[config.mk]
export PLATFORM = sky130hd
export DESIGN_NAME = aiv_capture_packer
export DESIGN_NICKNAME = d
export VERILOG_FILES = /design/src/rtl/aiv_capture_packer.sv
export SDC_FILE = /design/constraint.sdc
export NUM_CORES = 1
export LEC_CHECK = 0
export CORE_MARGIN = 2
export CORE_UTILIZATION = 60
export DETAILED_ROUTE_END_ITERATION = 10
export GPL_ROUTABILITY_DRIVEN = 0
export PLACE_DENSITY = 0.78
export SYNTH_ARGS = -nofsm -noshare
export SYNTH_HDL_FRONTEND = slang
export SYNTH_SLANG_ARGS = --single-unit
[constraint.sdc]
create_clock -name sysClk -period 23.1 [get_ports sysClk]
set_input_delay 2.31 -clock sysClk [delete_from_list [all_inputs] [get_ports sysClk]]
set_output_delay 2.31 -clock sysClk [all_outputs]
set_load 0.005 [all_outputs]
[src/rtl/aiv_capture_packer.sv]
// aiv_capture_packer: packs synchronised RGB pixels into SRAM words, queues
// each {addr, data} pair in a small FIFO and offers the head to the SRAM
// arbiter over a wr_req/wr_ack handshake. Drops on a full FIFO are reported
// per field through a sticky flag and a saturating counter.
module aiv_capture_packer #(
  parameter int unsigned BITS_PER_CHANNEL = 1,
  parameter int unsigned WORD_WIDTH       = 16,
  parameter int unsigned ADDR_WIDTH       = 18,
  parameter int unsigned LINE_STRIDE      = 128,
  parameter int unsigned INTERLACED       = 1,
  parameter int unsigned FIFO_DEPTH       = 8
) (
  input  logic                          sysClk,
  input  logic                          reset,
  input  logic                          frame_start,
  input  logic                          field_odd,
  input  logic                          pixel_valid,
  input  logic [3*BITS_PER_CHANNEL-1:0] pixel_in,
  output logic                          wr_req,
  output logic [ADDR_WIDTH-1:0]         wr_addr,
  output logic [WORD_WIDTH-1:0]         wr_data,
  input  logic                          wr_ack,
  output logic                          overflow,
  output logic [7:0]                    words_dropped
);

  localparam int unsigned PIX_W     = 3 * BITS_PER_CHANNEL;
  localparam int unsigned PPW       = WORD_WIDTH / PIX_W;
  localparam int unsigned IDX_W     = (PPW > 1) ? $clog2(PPW) : 1;
  localparam int unsigned PTR_W     = (FIFO_DEPTH > 1) ? $clog2(FIFO_DEPTH) : 1;
  localparam int unsigned CNT_W     = PTR_W + 1;
  localparam int unsigned ENTRY_W   = ADDR_WIDTH + WORD_WIDTH;
  localparam int unsigned LINE_STEP = LINE_STRIDE * ((INTERLACED != 0) ? 2 : 1);
  localparam int unsigned ODD_BASE  = (INTERLACED != 0) ? LINE_STRIDE : 0;

  // capture / packing state
  logic                  pv_q;
  logic                  first_line_q, first_line_d;
  logic [ADDR_WIDTH-1:0] line_base_q, line_base_d;
  logic [ADDR_WIDTH-1:0] word_idx_q, word_idx_d;
  logic [IDX_W-1:0]      pix_idx_q, pix_idx_d;
  logic [WORD_WIDTH-1:0] pack_q, pack_d;

  // FIFO state; head_q mirrors the entry at the read pointer
  logic [ENTRY_W-1:0]    mem_q [FIFO_DEPTH];
  logic [ENTRY_W-1:0]    mem_d [FIFO_DEPTH];
  logic [PTR_W-1:0]      rd_q, rd_d, wr_q, wr_d;
  logic [CNT_W-1:0]      cnt_q, cnt_d;
  logic                  req_q, req_d;
  logic [ENTRY_W-1:0]    head_q, head_d;

  // drop reporting
  logic                  overflow_q, overflow_d;
  logic [7:0]            dropped_q, dropped_d;

  logic                  rise_c, fall_c;
  logic                  push_c, pop_c, full_c, accept_c, drop_c;
  logic [ENTRY_W-1:0]    push_entry_c;
  logic [WORD_WIDTH-1:0] word_cur_c;

  // line/field tracking and pixel packing; produces at most one push per cycle
  always_comb begin
    first_line_d = first_line_q;
    line_base_d  = line_base_q;
    word_idx_d   = word_idx_q;
    pix_idx_d    = pix_idx_q;
    pack_d       = pack_q;
    push_c       = 1'b0;
    push_entry_c = '0;
    word_cur_c   = '0;
    rise_c       = pixel_valid & ~pv_q;
    fall_c       = ~pixel_valid & pv_q;

    if (frame_start) begin
      // new field: a pending partial word (or a coincident flush) is discarded
      line_base_d  = (field_odd && (INTERLACED != 0)) ? ADDR_WIDTH'(ODD_BASE) : '0;
      word_idx_d   = '0;
      pix_idx_d    = '0;
      pack_d       = '0;
      first_line_d = ~pixel_valid;
    end else if (rise_c) begin
      if (!first_line_q) begin
        line_base_d = line_base_q + ADDR_WIDTH'(LINE_STEP);
      end
      first_line_d = 1'b0;
      word_idx_d   = '0;
      pix_idx_d    = '0;
      pack_d       = '0;
    end else if (fall_c && (pix_idx_q != '0)) begin
      // line-end flush of a partial word; empty slots are already zero
      push_c       = 1'b1;
      push_entry_c = {ADDR_WIDTH'(line_base_q + word_idx_q), pack_q};
      word_idx_d   = word_idx_q + ADDR_WIDTH'(1);
      pix_idx_d    = '0;
      pack_d       = '0;
    end

    if (pixel_valid) begin
      word_cur_c = pack_d;
      for (int unsigned k = 0; k < PPW; k++) begin
        if (pix_idx_d == IDX_W'(k)) begin
          word_cur_c[k*PIX_W +: PIX_W] = pixel_in;
        end
      end
      if (pix_idx_d == IDX_W'(PPW - 1)) begin
        push_c       = 1'b1;
        push_entry_c = {ADDR_WIDTH'(line_base_d + word_idx_d), word_cur_c};
        word_idx_d   = word_idx_d + ADDR_WIDTH'(1);
        pix_idx_d    = '0;
        pack_d       = '0;
      end else begin
        pix_idx_d = pix_idx_d + IDX_W'(1);
        pack_d    = word_cur_c;
      end
    end
  end

  // FIFO next state: push+pop together always succeeds, even when full
  always_comb begin
    mem_d    = mem_q;
    rd_d     = rd_q;
    wr_d     = wr_q;
    cnt_d    = cnt_q;
    pop_c    = req_q & wr_ack;
    full_c   = (cnt_q == CNT_W'(FIFO_DEPTH));
    accept_c = push_c & (~full_c | pop_c);
    drop_c   = push_c & full_c & ~pop_c;

    if (accept_c) begin
      mem_d[wr_q] = push_entry_c;
      wr_d        = wr_q + PTR_W'(1);
    end
    if (pop_c) begin
      rd_d = rd_q + PTR_W'(1);
    end
    case ({accept_c, pop_c})
      2'b10:   cnt_d = cnt_q + CNT_W'(1);
      2'b01:   cnt_d = cnt_q - CNT_W'(1);
      default: cnt_d = cnt_q;
    endcase
    req_d  = (cnt_d != '0);
    head_d = mem_d[rd_d];
  end

  // per-field drop reporting; frame_start clears before a same-cycle drop counts
  always_comb begin
    overflow_d = frame_start ? 1'b0 : overflow_q;
    dropped_d  = frame_start ? 8'd0 : dropped_q;
    if (drop_c) begin
      overflow_d = 1'b1;
      if (dropped_d != 8'hFF) begin
        dropped_d = dropped_d + 8'd1;
      end
    end
  end

  // state registers
  always_ff @(posedge sysClk or posedge reset) begin
    if (reset) begin
      pv_q         <= 1'b0;
      first_line_q <= 1'b1;
      line_base_q  <= '0;
      word_idx_q   <= '0;
      pix_idx_q    <= '0;
      pack_q       <= '0;
      for (int unsigned i = 0; i < FIFO_DEPTH; i++) begin
        mem_q[i] <= '0;
      end
      rd_q         <= '0;
      wr_q         <= '0;
      cnt_q        <= '0;
      req_q        <= 1'b0;
      head_q       <= '0;
      overflow_q   <= 1'b0;
      dropped_q    <= 8'd0;
    end else begin
      pv_q         <= pixel_valid;
      first_line_q <= first_line_d;
      line_base_q  <= line_base_d;
      word_idx_q   <= word_idx_d;
      pix_idx_q    <= pix_idx_d;
      pack_q       <= pack_d;
      mem_q        <= mem_d;
      rd_q         <= rd_d;
      wr_q         <= wr_d;
      cnt_q        <= cnt_d;
      req_q        <= req_d;
      head_q       <= head_d;
      overflow_q   <= overflow_d;
      dropped_q    <= dropped_d;
    end
  end

  assign wr_req        = req_q;
  assign wr_addr       = head_q[ENTRY_W-1 -: ADDR_WIDTH];
  assign wr_data       = head_q[WORD_WIDTH-1:0];
  assign overflow      = overflow_q;
  assign words_dropped = dropped_q;

endmodule

---- Word level (Yosys, flattened, before mapping) ----
Cells that the tools add are included.
cells by class
  eq/ne operators ......................... 8
  multiplexer cells ....................... 50
  bitwise logic cells ..................... 13
  add/sub/neg operators ................... 11
  $lt $le $gt $ge ......................... 3
  reductions and logical operators ........ 7
operators with widths
  operator               number
  $bwmux 272             1
  $mux 272               1
  $mux 34                8
  $mux 18                8
  $bmux 34 s3            1
  $demux 34 s3           1
  $mux 16                5
  $add 18x1->18 const B  2
  $add 18x18->18         2
  $mux 3                 11
  $mux 8                 4
  $add 18x9->18 const B  1
  $add 3x1->3 const B    3
  $mux 1                 9
  $add 8x1->8 const B    1
  $ge 4x4->1 const B     2
  $ne 8x8->1 const B     1
  $not 3->4              2
  $pmux 4 s2             1
  $and 1x1->1            6
  $eq 3x2->1 const B     2
  $add 4x1->4 const B    1
  $eq 4x4->1 const B     1
  $lt 4x1->1 const B     1
  other kinds (12)       17
storage, ports and cells
  flip-flop bits (word level) ............. 383
  output and inout port bits .............. 44

---- Longest topological paths before layout ----
  depth after elaboration ................. 15
  depth in mapped cells ................... 18

---- Worst setup path before layout ----
Ideal clock, no wire load.
  path kind ............................... input to register
  start ................................... input pixel_valid
  end ..................................... register head_q[28]
  stages .................................. 17
  arrival ................................. 5964 ps
  required time ........................... 22971 ps
  path slack .............................. 17007 ps
  buffers on the path ..................... 3
  setup time .............................. 129 ps
  cell sequence ........................... clkbuf_1 nor2b_1 or2_1 clkbuf_1 clkbuf_1 nor2_1 ha_1 fa_1 a21o_1 a2bb2oi_1 a21oi_1 a21o_1 a211oi_1 a2bb2oi_1 or3b_1 o211ai_1 a211oi_1
on the way
  word-level cells in the longest chain between the ends .. 14
  elaborated cells between the ends (all ways) .. 30
  classes of those cells .................. add/sub: 1; eq/ne: 1; mux: 23; bitwise: 4; reduce/logical: 1
RTL lines
  item                                          line      RTL
  start: declaration                            17        input logic pixel_valid,
  $not 1->1                                     72        fall_c = ~pixel_valid & pv_q;
  $and 1x1->1                                   72
  $logic_and 1x1->1                             89        end else if (fall_c && (pix_idx_q != '0)) begin
  $mux 18 or $mux 3 (tied branches)             89
  $mux 18 or $mux 3 (tied branches)             81        end else if (rise_c) begin
  $mux 18 or $mux 3 (tied branches)             74        if (frame_start) begin
  $add 18x18->18 or $eq 3x3->1 (tied branches)  107, 105
  $mux 34 or $mux 1 (tied branches)             105       if (pix_idx_d == IDX_W'(PPW - 1)) begin
  $mux 34 or $mux 1 (tied branches)             98        if (pixel_valid) begin
  $bwmux 272 or $and 1x1->1 (tied branches)     130, 126
  $mux 272 *                                    129       if (accept_c) begin
  $bmux 34 s3 *                                 142       head_d = mem_d[rd_d];
  $mux 34 (implied by the code) * (2 in a row)  142
  named net head_d[28]                          50        logic [ENTRY_W-1:0] head_q, head_d;
  end signal: assignment                        173       head_q <= '0;
  end signal: assignment                        188       head_q <= head_d;
  end: declaration                              50
Mark *: on every way through the listed nets, which the timed path passes. The rest lies on a longest branch. The select of a mux whose other input is x is not followed.
A chain may end at the register's enable or synchronous reset.

---- Worst setup path after layout ----
  start ................................... input pixel_valid
  end ..................................... register head_q[30]
The elaborated chain is that of the path after synthesis.

==> summary.txt <==
Pwr
  – VDD IR max: ~0.00013 V
  – Leak: roughly 9.4 nW
  – Total power draw: between 2 and 2.5 mW
  – Pwr/cell area: approximately 95 nW/um^2

Detailed routing
  – Drt pass-1 iters: 5
  – Via count: 14883
  – DRC Markers: 0
  – Vias per std cell: ~6.3
  – Remaining antenna violation count: 0
  – Iteration-0 DRC Markers: between 1000 and 1500
  – Avg WL per Cell: around 20 um
  – Post-Route WL: approximately 48000 um

Synthesis
  – Sequential share of the synthesized area: 50.9%
  – Yosys warns: 0
  – Post-synthesis async set-or-reset flop share: 100%
  – Post-synth net total: 1985
  – Cell taking the most area after synthesis: dfrtp_1
  – Number of unique standard cell types used by synthesis: 74
  – Post-Synthesis Cells: between 1500 and 2000
  – Avg Inst Size Synth: 9.77 sq um
  – Post-synth EDFFs: 0
  – Synth area leaders: dfrtp_1 (51%), nand2_1 (6.6%), o21ai_0 (6.0%), mux4_2 (5.3%), nor2_1 (3.8%)
  – Primary FF master, synth: dfrtp_1
  – Share of the synthesized area in the top cell type: roughly 51%
  – Yosys reg bits: approximately 380
  – Post-Syn Area: around 19000 sq um

Clocking
  – Post-CTS Hold Buffers: 0
  – H-tree level count: 2
  – Total CTS buffers: 39
  – Num Clock Sinks: 383
  – Clock buffer depth: 3
  – TritonCTS clock tree: yes
  – Number of setup buffers added after CTS: 0
  – # resized after CTS: 0
  – Clock transition at path regs: about 60 ps
  – Clock root cell: clkbuf_16
  – Worst-skew pair later-pin latency: approximately 540 ps

Critical path
  – Worst setup EP type: flip-flop
  – CP max stage cell: a2111oi_0
  – R2R cell count: 15
  – WS Path Type: input pin to flip-flop
  – Setup slack, reg-to-reg: 17900 ps
  – CP required: approximately 24000 ps
  – CP Cell Sequence: clkdlybuf4s50_1 -> nand2b_1 -> nor4_2 -> nand3_1 -> xor2_1 -> nor2_1 -> ha_1 -> a21o_1 -> o32ai_1 -> a2111oi_0 -> o21ai_0 -> a21o_1 -> a31oi_1 -> o21ai_0 -> o2111ai_1 -> a21oi_1
  – CP max stage delay: slightly below 1000 ps
  – Worst Path Arrival: between 7000 and 8000 ps
  – Reg2reg start: word_idx_q[3]
  – Critical Path Start Type: input pin
  – Worst Path Max Fanout: 21
  – Worst R2R End: head_q[30]

Cells and area
  – Layout area overhead: 11.8%
  – Most frequent cells in the layout: dfrtp_1 (382), nand2_1 (330), o21ai_0 (227)
  – Post-Layout Inst Area: between 20000 and 25000 sq um
  – Layout Nets: 1998
  – Fill cells: 2343
  – Final core occ: about two thirds
  – Ant diodes: 0
  – Share of cells above drive strength 1: 9.19%
  – Leading cell type in the layout, fill and taps excluded: dfrtp_1
  – Final Non-Filler Cells: 2365

STA
  – Hold Violations, Final: 0
  – Skew final: between 15 and 20 ps
  – Crit share post-route: a little under a third
  – Post-route setup slack: roughly 16000 ps
  – Setup TNS: 0 ps
  – Max Slew Vio Count: 0
  – Tmin final: ~7300 ps
  – Min Hold Slack: between 400 and 500 ps
  – Peak Freq: ~0.14 GHz
  – Setup violators final: 0
  – Rel. slew slack: a little under a quarter
  – Unrepaired setup endpoints after global routing: false
  – Measured slew at the worst slew-check pin: approximately 1100 ps

Floorplanning
  – Core area: roughly 31000 sq um
  – Chip Width: 181 um
  – Die height: between 150 and 200 um
  – # rows: 64
  – Die area: around 33000 sq um
  – Initial core utilization: approximately three fifths
  – Io pins: 53

Global routing
  – First-pass GRT wire length: between 70000 and 80000 um
  – Vias in the first global route: around 15000
  – Largest net degree at the start of global routing: ~180
  – GR Overflow Total: 0
  – Initial antenna violation count: 0
  – GRT Util Overall: between 20% and 30%

Placement
  – DP Area: 19700 sq um
  – Place WS: between 15000 and 20000 ps
  – Hpwl dp: between 30000 and 40000 um
  – Port bufs: 52
  – Placed insts: between 2000 and 2500

Min path
  – WHS Endpoint: mem_q[32]
  – HP Start: mem_q[32]
  – Worst hold-check path type: flip-flop to flip-flop
  – Hold depth: 2

Job
  – Max Cap Viol: 0

Run status
  – Run status: completed
how the worst max path moves through the flow:
| stage | endpoint | start | slack [ps] |
|---|---|---|---|
| finish | head_q[30] | pixel_valid | 15750 |
| global route | head_q[30] | pixel_valid | 15270 |
| CTS | head_q[30] | pixel_valid | 15910 |
| detailed placement | head_q[30] | pixel_valid | 15380 |
| global placement | head_q[30] | pixel_valid | 15520 |
| floorplan | cnt_q[0] | reset | 10150 |
flip-flops by register name, summed over array words and instances (netlist names):
name	flops
mem_q	272
head_q	34
line_base_q	18
word_idx_q	18
pack_q	16
words_dropped	8
cnt_q	4
pix_idx_q	3
rd_q	3
wr_q	3
first_line_q	1
overflow	1
pv_q	1
wr_req	1
worst max-delay path: cells and delay by family:
family                     cells  cell delay, ps
and+or+nand+nor                4            1310
buffers and inverters          1             760
adders and majority gates      1             410
AOI/OAI and AO/OA              9            2750
xor gates and xnor gates       1             200
power by group:
part / switching (mW) / total (mW) / leakage (nW) / internal (mW)
clock: 0.266 / 0.669 / 0.683 / 0.403
sequential: 0.0362 / 0.773 / 5.24 / 0.737
combinational: 0.348 / 0.560 / 3.47 / 0.212
total: 0.650 / 2.00 / 9.39 / 1.35
area by class of cell:
class | count | area (sq um) | area share [%]
Multi-Input combinational cell | 1404 | 8730 | 41.5
Timing Repair Buffer | 78 | 728 | 3.46
Sequential cell | 383 | 9590 | 45.6
Inverter | 32 | 130 | 0.618
Tap cell | 396 | 495 | 2.35
Clock inverter | 14 | 188 | 0.892
Clock buffer | 58 | 1190 | 5.65
cells in the mapped netlist, types with 27 or more instances:
cell type	instances
a21oi_1	94
clkbuf_1	94
dfrtp_1	382
ha_1	48
inv_1	30
mux4_2	44
nand2_1	330
nand3_1	36
nor2_1	190
nor3_1	30
o21ai_0	227
o21ai_1	34
xnor2_1	44
xor2_1	27
metal layers:
| metal | up-vias | track usage, % | part of all wire, % |
|---|---|---|---|
| li1 | 6822 | - | - |
| met1 | 7320 | 40.0 | 41 |
| met2 | 603 | 50.0 | 48 |
| met3 | 138 | 4.01 | 7.1 |
| met4 | 0 | 12.3 | 3.9 |
| met5 | - | 0 | 0 |
kinds of logic after synthesis:
family,Yosys count,share of synthesized area [%]
buf+inv,138,2.87
fa+ha+maj,51,3.51
flops,383,50.9
xor+xnor,71,3.30
simple gates,698,16.3
mux,80,7.31
compound gates,504,15.8
Power figures use the tool's default switching activity.
